File: src/rtl/arb_pkg.sv
// Shared types and helpers for the request arbiter: FSM state encoding and a
// constant-foldable ceil(log2) used to size index and hold-counter fields.
package arb_pkg;

  typedef enum logic [1:0] {
    ST_IDLE    = 2'd0,
    ST_GRANT   = 2'd1,
    ST_RELEASE = 2'd2
  } state_t;

  function automatic int clog2(input int value);
    int r;
    r = 0;
    while ((1 << r) < value) r++;
    return r;
  endfunction

endpackage

File: src/rtl/req_arbiter_if.sv
// Requester/grant bundle between the upstream requesters and the arbiter.
// The arbiter takes the master side; upstream logic (or a bench) takes the slave side.
interface req_arbiter_if
  import arb_pkg::*;
#(
  parameter int N = 8
);
  localparam int IDXW = clog2(N);

  logic            enable;
  logic [N-1:0]    req;
  logic [N-1:0]    gnt;
  logic [IDXW-1:0] gnt_idx;
  logic            gnt_valid;
  logic            timeout;

  modport master (input enable, req, output gnt, gnt_idx, gnt_valid, timeout);
  modport slave  (output enable, req, input gnt, gnt_idx, gnt_valid, timeout);

endinterface

File: src/rtl/prio_pick.sv
// LSB-first priority encoder: index of the lowest set bit of req_vec, plus valid.
module prio_pick #(
  parameter int N    = 8,
  parameter int IDXW = 3
) (
  input  logic [N-1:0]    req_vec,
  output logic [IDXW-1:0] idx,
  output logic            valid
);

  // Scanning from the top down lets the lowest set bit overwrite last.
  always_comb begin
    idx   = '0;
    valid = 1'b0;
    for (int i = N - 1; i >= 0; i--) begin
      if (req_vec[i]) begin
        idx   = IDXW'(i);
        valid = 1'b1;
      end
    end
  end

endmodule

File: src/rtl/req_arbiter.sv
// N-way request arbiter with hold timeout and a mandatory one-cycle release gap.
// Define ARB_ROUND_ROBIN_EN for round-robin selection; otherwise lowest index wins.
module req_arbiter
  import arb_pkg::*;
#(
  parameter int N        = 8,
  parameter int MAX_HOLD = 16
) (
  input logic           clk,
  input logic           rst,
  req_arbiter_if.master bus
);

  localparam int IDXW = clog2(N);
  localparam int HCW  = (MAX_HOLD == 0) ? 1 : clog2(MAX_HOLD + 1);
  localparam logic [HCW-1:0] HOLD_LAST = HCW'((MAX_HOLD == 0) ? 0 : MAX_HOLD - 1);
  localparam logic [IDXW:0]  N_W       = (IDXW + 1)'(N);

  state_t          state_reg, state_next;
  logic [N-1:0]    gnt_reg, gnt_next;
  logic [IDXW-1:0] gnt_idx_reg, gnt_idx_next;
  logic            gnt_valid_reg, gnt_valid_next;
  logic            timeout_reg, timeout_next;
  logic [HCW-1:0]  hold_cnt_reg, hold_cnt_next;

  logic [N-1:0]    pick_in;
  logic [IDXW-1:0] pick_idx;
  logic            pick_valid;
  logic [IDXW-1:0] winner;
  logic            owner_req, hold_expired, grant_start;

`ifdef ARB_ROUND_ROBIN_EN
  logic [IDXW-1:0] rr_ptr_reg;
  logic [IDXW:0]   win_sum, nxt_sum;

  // Rotate so rr_ptr lands on bit 0, encode, then undo the rotation modulo N.
  assign pick_in = (bus.req >> rr_ptr_reg) | (bus.req << (N_W - {1'b0, rr_ptr_reg}));
  assign win_sum = {1'b0, pick_idx} + {1'b0, rr_ptr_reg};
  assign winner  = (win_sum >= N_W) ? IDXW'(win_sum - N_W) : win_sum[IDXW-1:0];
  assign nxt_sum = {1'b0, winner} + (IDXW + 1)'(1);

  always_ff @(posedge clk) begin
    if (rst) begin
      rr_ptr_reg <= '0;
    end else if (grant_start) begin
      rr_ptr_reg <= (nxt_sum >= N_W) ? '0 : nxt_sum[IDXW-1:0];
    end
  end
`else
  assign pick_in = bus.req;
  assign winner  = pick_idx;
`endif

  prio_pick #(.N(N), .IDXW(IDXW)) u_pick (
    .req_vec (pick_in),
    .idx     (pick_idx),
    .valid   (pick_valid)
  );

  assign owner_req    = bus.req[gnt_idx_reg];
  assign hold_expired = (MAX_HOLD != 0) && (hold_cnt_reg == HOLD_LAST);
  assign grant_start  = (state_reg == ST_IDLE) && bus.enable && pick_valid;

  always_ff @(posedge clk) begin
    if (rst) begin
      state_reg     <= ST_IDLE;
      gnt_reg       <= '0;
      gnt_idx_reg   <= '0;
      gnt_valid_reg <= 1'b0;
      timeout_reg   <= 1'b0;
      hold_cnt_reg  <= '0;
    end else begin
      state_reg     <= state_next;
      gnt_reg       <= gnt_next;
      gnt_idx_reg   <= gnt_idx_next;
      gnt_valid_reg <= gnt_valid_next;
      timeout_reg   <= timeout_next;
      hold_cnt_reg  <= hold_cnt_next;
    end
  end

  always_comb begin
    state_next = state_reg;
    case (state_reg)
      ST_IDLE:    if (grant_start) state_next = ST_GRANT;
      ST_GRANT:   if (!owner_req || hold_expired) state_next = ST_RELEASE;
      ST_RELEASE: state_next = ST_IDLE;
      default:    state_next = ST_IDLE;
    endcase
  end

  // Owner drop is tested before expiry so a coincident drop never pulses timeout.
  always_comb begin
    gnt_next       = gnt_reg;
    gnt_idx_next   = gnt_idx_reg;
    gnt_valid_next = gnt_valid_reg;
    timeout_next   = 1'b0;
    hold_cnt_next  = hold_cnt_reg;
    case (state_reg)
      ST_IDLE: begin
        if (grant_start) begin
          gnt_next       = {{(N-1){1'b0}}, 1'b1} << winner;
          gnt_idx_next   = winner;
          gnt_valid_next = 1'b1;
          hold_cnt_next  = '0;
        end
      end
      ST_GRANT: begin
        if (!owner_req || hold_expired) begin
          gnt_next       = '0;
          gnt_valid_next = 1'b0;
          hold_cnt_next  = '0;
          timeout_next   = owner_req;
        end else if (hold_cnt_reg != '1) begin
          hold_cnt_next  = hold_cnt_reg + 1'b1;
        end
      end
      ST_RELEASE: begin
        gnt_next       = '0;
        gnt_valid_next = 1'b0;
        hold_cnt_next  = '0;
      end
      default: begin
        gnt_next       = '0;
        gnt_valid_next = 1'b0;
        hold_cnt_next  = '0;
      end
    endcase
  end

  assign bus.gnt       = gnt_reg;
  assign bus.gnt_idx   = gnt_idx_reg;
  assign bus.gnt_valid = gnt_valid_reg;
  assign bus.timeout   = timeout_reg;

endmodule
File: src/flat_wrapper.sv
// flat-port wrapper written by rule: the top's interface ports become plain ports
module req_arbiter_flat import arb_pkg::*;
#(
  parameter int N        = 8,
  parameter int MAX_HOLD = 16
)
  (clk, rst, bus_enable, bus_req, bus_gnt, bus_gnt_idx, bus_gnt_valid, bus_timeout);
  req_arbiter_if #(.N(N)) bus_i ();
  input logic clk;
  input logic rst;
  input wire logic [$bits(bus_i.enable)-1:0] bus_enable;
  input wire logic [$bits(bus_i.req)-1:0] bus_req;
  output wire logic [$bits(bus_i.gnt)-1:0] bus_gnt;
  output wire logic [$bits(bus_i.gnt_idx)-1:0] bus_gnt_idx;
  output wire logic [$bits(bus_i.gnt_valid)-1:0] bus_gnt_valid;
  output wire logic [$bits(bus_i.timeout)-1:0] bus_timeout;
  assign bus_i.enable = bus_enable;
  assign bus_i.req = bus_req;
  assign bus_gnt = bus_i.gnt;
  assign bus_gnt_idx = bus_i.gnt_idx;
  assign bus_gnt_valid = bus_i.gnt_valid;
  assign bus_timeout = bus_i.timeout;
  req_arbiter #(.N(N), .MAX_HOLD(MAX_HOLD)) u_core (.clk(clk), .rst(rst), .bus(bus_i));
endmodule
File: config.mk
export PLATFORM = sky130hd
export DESIGN_NAME = req_arbiter_flat
export DESIGN_NICKNAME = d
export VERILOG_FILES = /design/src/rtl/arb_pkg.sv /design/src/rtl/req_arbiter_if.sv /design/src/rtl/prio_pick.sv /design/src/rtl/req_arbiter.sv /design/src/flat_wrapper.sv
export SDC_FILE = /design/constraint.sdc
export NUM_CORES = 1
export LEC_CHECK = 0
export BUFFER_PORTS_ARGS = -buffer_cell sky130_fd_sc_hd__buf_4
export CAP_MARGIN = 20
export CORE_AREA = 5 5 55 57
export DETAILED_ROUTE_END_ITERATION = 16
export DIE_AREA = 0 0 60 62
export GPL_TIMING_DRIVEN = 0
export PLACE_DENSITY = 0.76
export SYNTH_ARGS = -nofsm -noshare
export SYNTH_HDL_FRONTEND = slang
export SYNTH_SLANG_ARGS = --single-unit
File: constraint.sdc
create_clock -name clk -period 3.4 [get_ports clk]
set_input_delay 0.17 -clock clk [delete_from_list [all_inputs] [get_ports clk]]
set_output_delay 0.17 -clock clk [all_outputs]
set_load 0.05 [all_outputs]
## Word level (Yosys, flattened, before mapping)

Cells that the tools add are included.

- Bits in registers: 20
- Input port bits: 11
- Logic and storage cells: 57

- Add/subtract/negate cells: 1
- Order comparisons: 1
- Equality and inequality tests: 6
- Shift-type cells: 1
- Muxes and demuxes: 31
- Bitwise gates (word level): 2
- Reduce and logical (&&, ||, !) cells: 9

Operator list:

| operator | number |
|---|---|
| two-way mux 3 bit | 8 |
| two-way mux 8 bit | 2 |
| case mux 8 bit (2 select lines) | 1 |
| two-way mux 5 bit | 3 |
| two-way mux 1 bit | 11 |
| case mux 5 bit (2 select lines) | 1 |
| << shifter 1 x 3 -> 8 bit (first input constant) | 1 |
| AND reduction 2 bit | 3 |
| adder 5 x 1 -> 5 bit (second input constant) | 1 |
| equality test 5 x 4 -> 1 bit (second input constant) | 1 |
| inequality test 5 bit (second input constant) | 1 |
| < comparator 3 x 4 -> 1 bit (second input constant) | 1 |
| two-way mux 2 bit | 2 |
| inequality test 2 x 1 -> 1 bit (second input constant) | 2 |
| case mux 2 bit (2 select lines) | 1 |
| binary-select mux 1 bit (select 3 bit) | 1 |
| inequality test 3 x 1 -> 1 bit (second input constant) | 1 |
| OR reduction 3 bit | 1 |
| equality test 2 x 1 -> 1 bit (second input constant) | 1 |
| logical AND 1 bit | 2 |
| logical NOT 2 bit | 1 |
| NOT 1 bit | 2 |
| case mux 1 bit (2 select lines) | 1 |
| logical NOT 1 bit | 1 |
| logical OR 1 bit | 1 |

## Depth between registers and ports, before layout

Gate-level depths: netlist (run 1).

- Depth in word-level cells: 11
- Gate-level depth with buffers: 8

## By module

Synthesis (run 1) repeated with hierarchy kept, for this count alone.

- Cells, all modules: 127
- Area, all modules: 1047.3 um2

Modules (own cells, without submodules):

| module | times used | cells an instance | area each (um2) | seq. area each (um2) |
|---|---|---|---|---|
| req_arbiter | 1 | 114 | 967.2 | 380.4 |
| prio_pick | 1 | 13 | 80.1 | 0.0 |

## Worst setup path after synthesis (run 1)

No wires, ideal clock.

- Kind: register to register
- Start: register u_core.gnt_idx_reg[0], in the netlist u_core.bus.gnt_idx[0]
- End: register u_core.gnt_reg[0], in the netlist u_core.bus.gnt[0]
- Library setup time: 0.121 ns
- Data arrival time: 1.871 ns
- Required time: 3.279 ns
- Path slack: 1.409 ns
- Stages on the path, launching flop included: 7
- Cell sequence: dfxtp_1 buf_2 mux2i_1 a22oi_1 nand4_1 nand2_2 mux2_2

- Cells in the longest elaborated chain, start to end: 6

RTL lines:

| element | RTL line | text |
|---|---|---|
| from (decl) | req_arbiter.sv:21 | `logic [IDXW-1:0] gnt_idx_reg, gnt_idx_next;` |
| from (signal assigned) | req_arbiter.sv:75 | `gnt_idx_reg <= gnt_idx_next;` |
| binary-select mux 1 bit (select 3 bit) | req_arbiter.sv:60 | `assign owner_req = bus.req[gnt_idx_reg];` |
| two-way mux 1 bit (not written as such) | req_arbiter.sv:60 |  |
| logical NOT 1 bit | req_arbiter.sv:109 | `if (!owner_req \|\| hold_expired) begin` |
| logical OR 1 bit | req_arbiter.sv:109 |  |
| inequality test 2 x 1 -> 1 bit (no line) | - |  |
| AND reduction 2 bit (no line) | - |  |
| to (signal assigned) | req_arbiter.sv:74 | `gnt_reg <= gnt_next;` |
| to (decl) | req_arbiter.sv:20 | `logic [N-1:0] gnt_reg, gnt_next;` |

No other way between the ends. The select of a mux whose other input is x is not followed.
A chain may end at the register's enable or synchronous reset.

## Worst setup path in the final report (run 1)

- Start: register u_core.hold_cnt_reg[0]
- End: register u_core.gnt_reg[0], in the netlist u_core.bus.gnt[0]

- Cells in the longest elaborated chain, start to end: 4

RTL lines:

| element | RTL line | text |
|---|---|---|
| from (decl) | req_arbiter.sv:24 | `logic [HCW-1:0] hold_cnt_reg, hold_cnt_next;` |
| from (signal assigned) | req_arbiter.sv:78 | `hold_cnt_reg <= hold_cnt_next;` |
| equality test 5 x 4 -> 1 bit | req_arbiter.sv:61 | `assign hold_expired = (MAX_HOLD != 0) && (hold_cnt_reg == HOLD_LAST);` |
| logical OR 1 bit | req_arbiter.sv:109 |  |
| inequality test 2 x 1 -> 1 bit (no line) | - |  |
| AND reduction 2 bit (no line) | - |  |

No other way between the ends.

==> results_dict.tcl, run 1 <==
set metrics [dict create \
    status "finished, final reports clean" \
    synth_most_common_cell "sky130_fd_sc_hd__dfxtp_1" \
    cap_violations 0 \
    grt_use_met1 0.154 \
    syn_inst 124 \
    synthToLayoutAreaGrowth_pct 22.0 \
    vertical_extent_of_the_die_um 62 \
    final.setup_skew_ps 2.71 \
    synthesis.area_um2 1080 \
    cts-root-buf "sky130_fd_sc_hd__clkbuf_4" \
    placement.io_buffers 23 \
    gpl.final_weighted_congestion 0.829 \
    p_leak_uw 0.000545 \
    worst_hold_path.num_cells 4 \
    post_cts_resize_count 0 \
    grt_start_max_net_pins 11 \
    fin_crit_sh 0.620 \
    data_required_time_of_the_worst_path_ps 3600 \
    rows 18 \
    number_of_antenna_violations_at_the_first_check_in_global_routing 0 \
    drt_wl_total_mm 2.27 \
    timing.critical_path.from_type "flip-flop" \
    drive_gt1_frac 0.245 \
    design_power_total_uw 450 \
    numCtsBuffers 3 \
    postLayoutCellArea_um2 1310 \
    detailed_place_hpwl_mm 1.83 \
    placed_cell_area_um2 1290 \
    post_synth_edffs 0 \
    antennaDiodeCount 0 \
    clock_tree_from_tritoncts "built" \
    worstHoldPathType "in -> reg" \
    post-route-drc-count 0 \
    syn-mean-instance-area_um2 8.68 \
    clock_sinks 19 \
    core-area_um2 2430 \
    async_flop_share 0 \
    initial_core_util 0.442 \
    ff2ff_path_depth 7 \
    groute.layer.met3.usage 0.0289 \
    clk_latency_ps 300 \
    post_synth_most_frequent_cells "sky130_fd_sc_hd__dfxtp_1, sky130_fd_sc_hd__nor2_1, sky130_fd_sc_hd__mux2i_1" \
    largest_vdd_supply_drop_mv 0.324 \
    vias 981 \
    largest_register_ff_count 8 \
    maxSlewViolCount 0 \
    slew_headroom 0.582 \
    postCtsHoldBufs 0 \
    yosysSeqAreaShare 0.353 \
    setup_slack_ps 1290 \
    cts_buffer_depth 2 \
    chipWidth_um 60 \
    synth.top_cell.area_share 0.353 \
    worstMarginPinSlew_ps 627 \
    synth_nets 138 \
    synth_top_cells_by_area "sky130_fd_sc_hd__dfxtp_1, sky130_fd_sc_hd__mux2i_1, sky130_fd_sc_hd__nor2_1, sky130_fd_sc_hd__mux2_2, sky130_fd_sc_hd__nand2b_1" \
    synth_top_area_cell "sky130_fd_sc_hd__dfxtp_1" \
    grt_pass1_vias 965 \
    htree_num_levels 1 \
    global_route_wire_length_before_repair_mm 3.94 \
    cts.reportedPaths.clkPinSlew_ps 110 \
    cp_data_arrival_time_ps 2310 \
    dr.first_iter.drc_count 15 \
    grt_setup_unrepaired "false" \
    top_flip_flop_cell_by_instance_count_after_synthesis "sky130_fd_sc_hd__dfxtp_1" \
    postCtsSetupBuffers 0 \
    dieArea_um2 3720 \
    final_antenna_net_count 0 \
    crit_type "reg -> reg" \
    dr.pass1.iters 4 \
    use_met2 0.259 \
    power_per_cell_area_nw_per_um2 343 \
    pre_cts_slack_ps 1300 \
    vias_per_cell 5.42 \
    finalHoldViolations 0 \
    postSynthRegisterBits 19 \
    routedWlPerCell_um 12.5 \
    finish.net_count 166 \
    ys_types 38 \
    timing.final.crit_period_ps 2110 \
    synth.yosys.warnings 0 \
    max_freq_mhz 474 \
    grt.overflow.total 0 \
    setup_viol 0 \
    boundaryPins 24 \
    grt_overall_usage 0.142 \
    kind_of_end_point_of_the_critical_path "flip-flop" \
    global_route.peak_usage_layer "met2" \
    fin_setup_tns_ps 0 \
    path_max_fanout 8 \
]
[path summary, 6_finish.rpt]
path / startpoint / endpoint / slack (ps)
worst min-delay path: rst / u_core.bus.gnt[7] / 230
worst max register to register: u_core.hold_cnt_reg[0] / u_core.bus.gnt[0] / 1290
worst min register to register: u_core.bus.gnt[3] / u_core.bus.gnt[3] / 490
worst max-delay path: u_core.hold_cnt_reg[0] / u_core.bus.gnt[0] / 1290
[final cells by class]
type / instances / area [um^2]
repair buffers: 23 / 173
flip-flops and latches: 19 / 380
inverters: 8 / 30.0
well taps: 30 / 37.5
clock buffers: 4 / 26.3
multi-input cells: 94 / 653
fillers: 233 / 1120
plain buffers: 3 / 12.5
[worst max-delay path: stages (launching register included)]
cell,delay [ps]
sky130_fd_sc_hd__dfxtp_1,360
sky130_fd_sc_hd__ha_1,220
sky130_fd_sc_hd__and3_1,200
sky130_fd_sc_hd__ha_1,230
sky130_fd_sc_hd__nor2_1,120
sky130_fd_sc_hd__nand4_1,240
sky130_fd_sc_hd__nand2_2,280
sky130_fd_sc_hd__mux2_2,370
[per-layer routing]
metal	vias up	part of all wire
li1	494	-
met1	454	0.44
met2	28	0.48
met3	5	0.056
met4	0	0.019
met5	-	0
[metrics by stage]
step	util	hold WS [ps]	instances
after floorplan	-	405	124
after global placement	0.529	467	177
after detailed placement	0.529	471	177
after CTS	0.540	227	181
after global routing	0.540	257	181
final	0.540	232	181
[cell usage in the layout (no fill, tap or decap), types with 3 or more instances in the layout]
cell type / synthesis / routed
sky130_fd_sc_hd__nand4_1: 4 / 4
sky130_fd_sc_hd__nand2_1: 9 / 9
sky130_fd_sc_hd__dfxtp_1: 19 / 19
sky130_fd_sc_hd__nor2b_1: 5 / 5
sky130_fd_sc_hd__clkbuf_1: 2 / 3
sky130_fd_sc_hd__mux2i_1: 10 / 10
sky130_fd_sc_hd__nand2b_1: 7 / 7
sky130_fd_sc_hd__o21ai_0: 3 / 3
sky130_fd_sc_hd__nor2_1: 14 / 14
sky130_fd_sc_hd__ha_1: 3 / 3
sky130_fd_sc_hd__a21oi_1: 3 / 3
sky130_fd_sc_hd__mux2_2: 4 / 4
sky130_fd_sc_hd__buf_4: 0 / 23
sky130_fd_sc_hd__clkbuf_4: 0 / 3
sky130_fd_sc_hd__inv_1: 8 / 8
[where the power goes]
part / internal [uW] / switching (uW)
clock: 45.8 / 70.8
combinational: 40.3 / 60.0
sequential: 229 / 4.52
total: 315 / 135
[cell families after synthesis]
family | share of synthesized area
compound gates | 0.131
fa+ha+maj | 0.0349
buf+inv | 0.0395
flops | 0.353
mux | 0.135
simple gates | 0.306
Power figures use the tool's default switching activity.
==> inputs of run 2 (changes only) <==
Clock period 3.4 ns to 2.02 ns, I/O delays scaled along.
==> run 2 against run 1 <==
Setup slack worse by 1200 ps. Total power rose by 73%. Flip-flop and latch count did not move. Via count rose by 1.3%. Final cell count rose by 2.8%. Wire length is 3.9% higher.
==> results_dict.tcl, run 2 (synthesis results as in run 1) <==
set metrics [dict create \
    status "finished, final reports clean" \
    cts.reportedPaths.clkPinSlew_ps 110 \
    antennaDiodeCount 0 \
    vertical_extent_of_the_die_um 62 \
    dieArea_um2 3720 \
    boundaryPins 24 \
    finish.net_count 171 \
    setup_slack_ps 79.3 \
    cts_buffer_depth 2 \
    grt_overall_usage 0.141 \
    dr.pass1.iters 4 \
    clock_tree_from_tritoncts "built" \
    core-area_um2 2430 \
    global_route_wire_length_before_repair_mm 3.92 \
    initial_core_util 0.442 \
    synthToLayoutAreaGrowth_pct 29.2 \
    timing.final.crit_period_ps 1940 \
    chipWidth_um 60 \
    placed_cell_area_um2 1290 \
    vias 994 \
    clock_sinks 19 \
    critical_path.reg2reg.endpoint "u_core.hold_cnt_reg[0]" \
    mostFrequentLayoutCell "sky130_fd_sc_hd__buf_4" \
    final.setup_skew_ps 3.06 \
    rows 18 \
    final_antenna_net_count 0 \
    cp_data_arrival_time_ps 2170 \
    reg2reg_slack_ps 80 \
    share_of_total_power_in_sequential_cells 0.504 \
    grt_start_max_net_pins 11 \
    slew_headroom 0.587 \
    finalHoldViolations 0 \
    worstHoldPathType "in -> reg" \
    data_required_time_of_the_worst_path_ps 2250 \
    routedWlPerCell_um 12.7 \
    worstMarginPinSlew_ps 620 \
    setup_viol 0 \
    number_of_antenna_violations_at_the_first_check_in_global_routing 0 \
    max_freq_mhz 515 \
    p_switching_uw 234 \
    cap_violations 0 \
    min_to "u_core.bus.gnt[7]" \
    placement.io_buffers 23 \
    largest_register_ff_count 8 \
    power.combinational.fraction 0.243 \
    numCtsBuffers 3 \
    maxSlewViolCount 0 \
    p_leak_uw 0.000573 \
    detailed_place_hpwl_mm 1.83 \
    largest_vdd_supply_drop_mv 0.558 \
    grt.overflow.total 0 \
    design_power_total_uw 778 \
    fin_setup_tns_ps 0 \
    path_max_fanout 4 \
    grt_pass1_vias 965 \
    drive_gt1_frac 0.308 \
    commonest_cells_after_routing_fill_and_taps_aside "sky130_fd_sc_hd__buf_4, sky130_fd_sc_hd__dfxtp_1, sky130_fd_sc_hd__nor2_1" \
    post-route-drc-count 0 \
    hold_path.startpoint "rst" \
    worst_hold_path.num_cells 4 \
    worst_r2r_startpoint "u_core.hold_cnt_reg[0]" \
    postLayoutCellArea_um2 1390 \
    htree_num_levels 1 \
    cts-root-buf "sky130_fd_sc_hd__clkbuf_4" \
    kind_of_end_point_of_the_critical_path "flip-flop" \
    pre_cts_slack_ps -80.3 \
    internal-power_uw 544 \
    gpl.final_weighted_congestion 0.829 \
    timing.critical_path.from_type "flip-flop" \
    power_per_cell_area_nw_per_um2 559 \
    fin_crit_sh 0.961 \
    dr.first_iter.drc_count 14 \
    critical_path.startpoint "u_core.hold_cnt_reg[0]" \
    pwr-share-clk 0.253 \
    crit_type "reg -> reg" \
    sw_frac_of_total 0.301 \
    worst_hold_slack_ps 166 \
    drt_wl_total_mm 2.36 \
    clk_latency_ps 300 \
    vias_per_cell 5.34 \
    ff2ff_path_depth 7 \
]
[run 2: critical path: stages (launching register included)]
cell                      delay (ps)
sky130_fd_sc_hd__dfxtp_4         370
sky130_fd_sc_hd__ha_1            210
sky130_fd_sc_hd__and3_4          190
sky130_fd_sc_hd__ha_4            170
sky130_fd_sc_hd__nor2_2          100
sky130_fd_sc_hd__nand4_1         210
sky130_fd_sc_hd__or3_4           460
sky130_fd_sc_hd__o22ai_2         150
[run 2: per-stage QoR]
stage | util | cells
finish | 0.572 | 186
global placement | 0.529 | 177
detailed placement | 0.529 | 177
CTS | 0.545 | 182
floorplan | - | 124
global route | 0.572 | 186
[run 2: worst max-delay path by stage]
stage,cells after the start,endpoint
final,7,u_core.hold_cnt_reg[0]
after global routing,7,u_core.hold_cnt_reg[0]
after CTS,7,u_core.bus.gnt[0]
after detailed placement,7,u_core.bus.gnt[0]
after global placement,7,u_core.bus.gnt[4]
after floorplan,6,u_core.bus.gnt[0]
[run 2: what timing repair did]
action | CTS | global route
setup endpoints to repair | 4 | 8
resized for setup | 1 | 8
hold buffers | 0 | 0
gates cloned | 0 | 0
pin swaps | 1 | 2
buffers inserted | 1 | 4
[run 2: power by group through the flow]
| stage | sequential (uW) | combinational [uW] | clock [uW] |
|---|---|---|---|
| CTS | 393 | 173 | 202 |
| global placement | 401 | 166 | 0 |
| detailed placement | 401 | 169 | 0 |
| finish | 392 | 189 | 196 |
| global route | 394 | 206 | 217 |
| floorplan | 430 | 85.7 | 0 |
[run 2: final cells by class]
type / instances / area, um^2
Clock buffer: 4 / 26.3
Tap cell: 30 / 37.5
Inverter: 8 / 30.0
Multi-Input combinational cell: 94 / 689
Fill cell: 228 / 1040
Buffer: 3 / 12.5
Timing Repair Buffer: 28 / 210
Sequential cell: 19 / 384
[run 2: layer usage]
metal  vias up  share of wire  wire length (um)  GRT usage
li1        504              -                 -          -
met1       464           0.43              1000      0.152
met2        21           0.51              1200      0.259
met3         5          0.046               109     0.0269
met4         0          0.018                43     0.0791
met5         -              0                 0          0
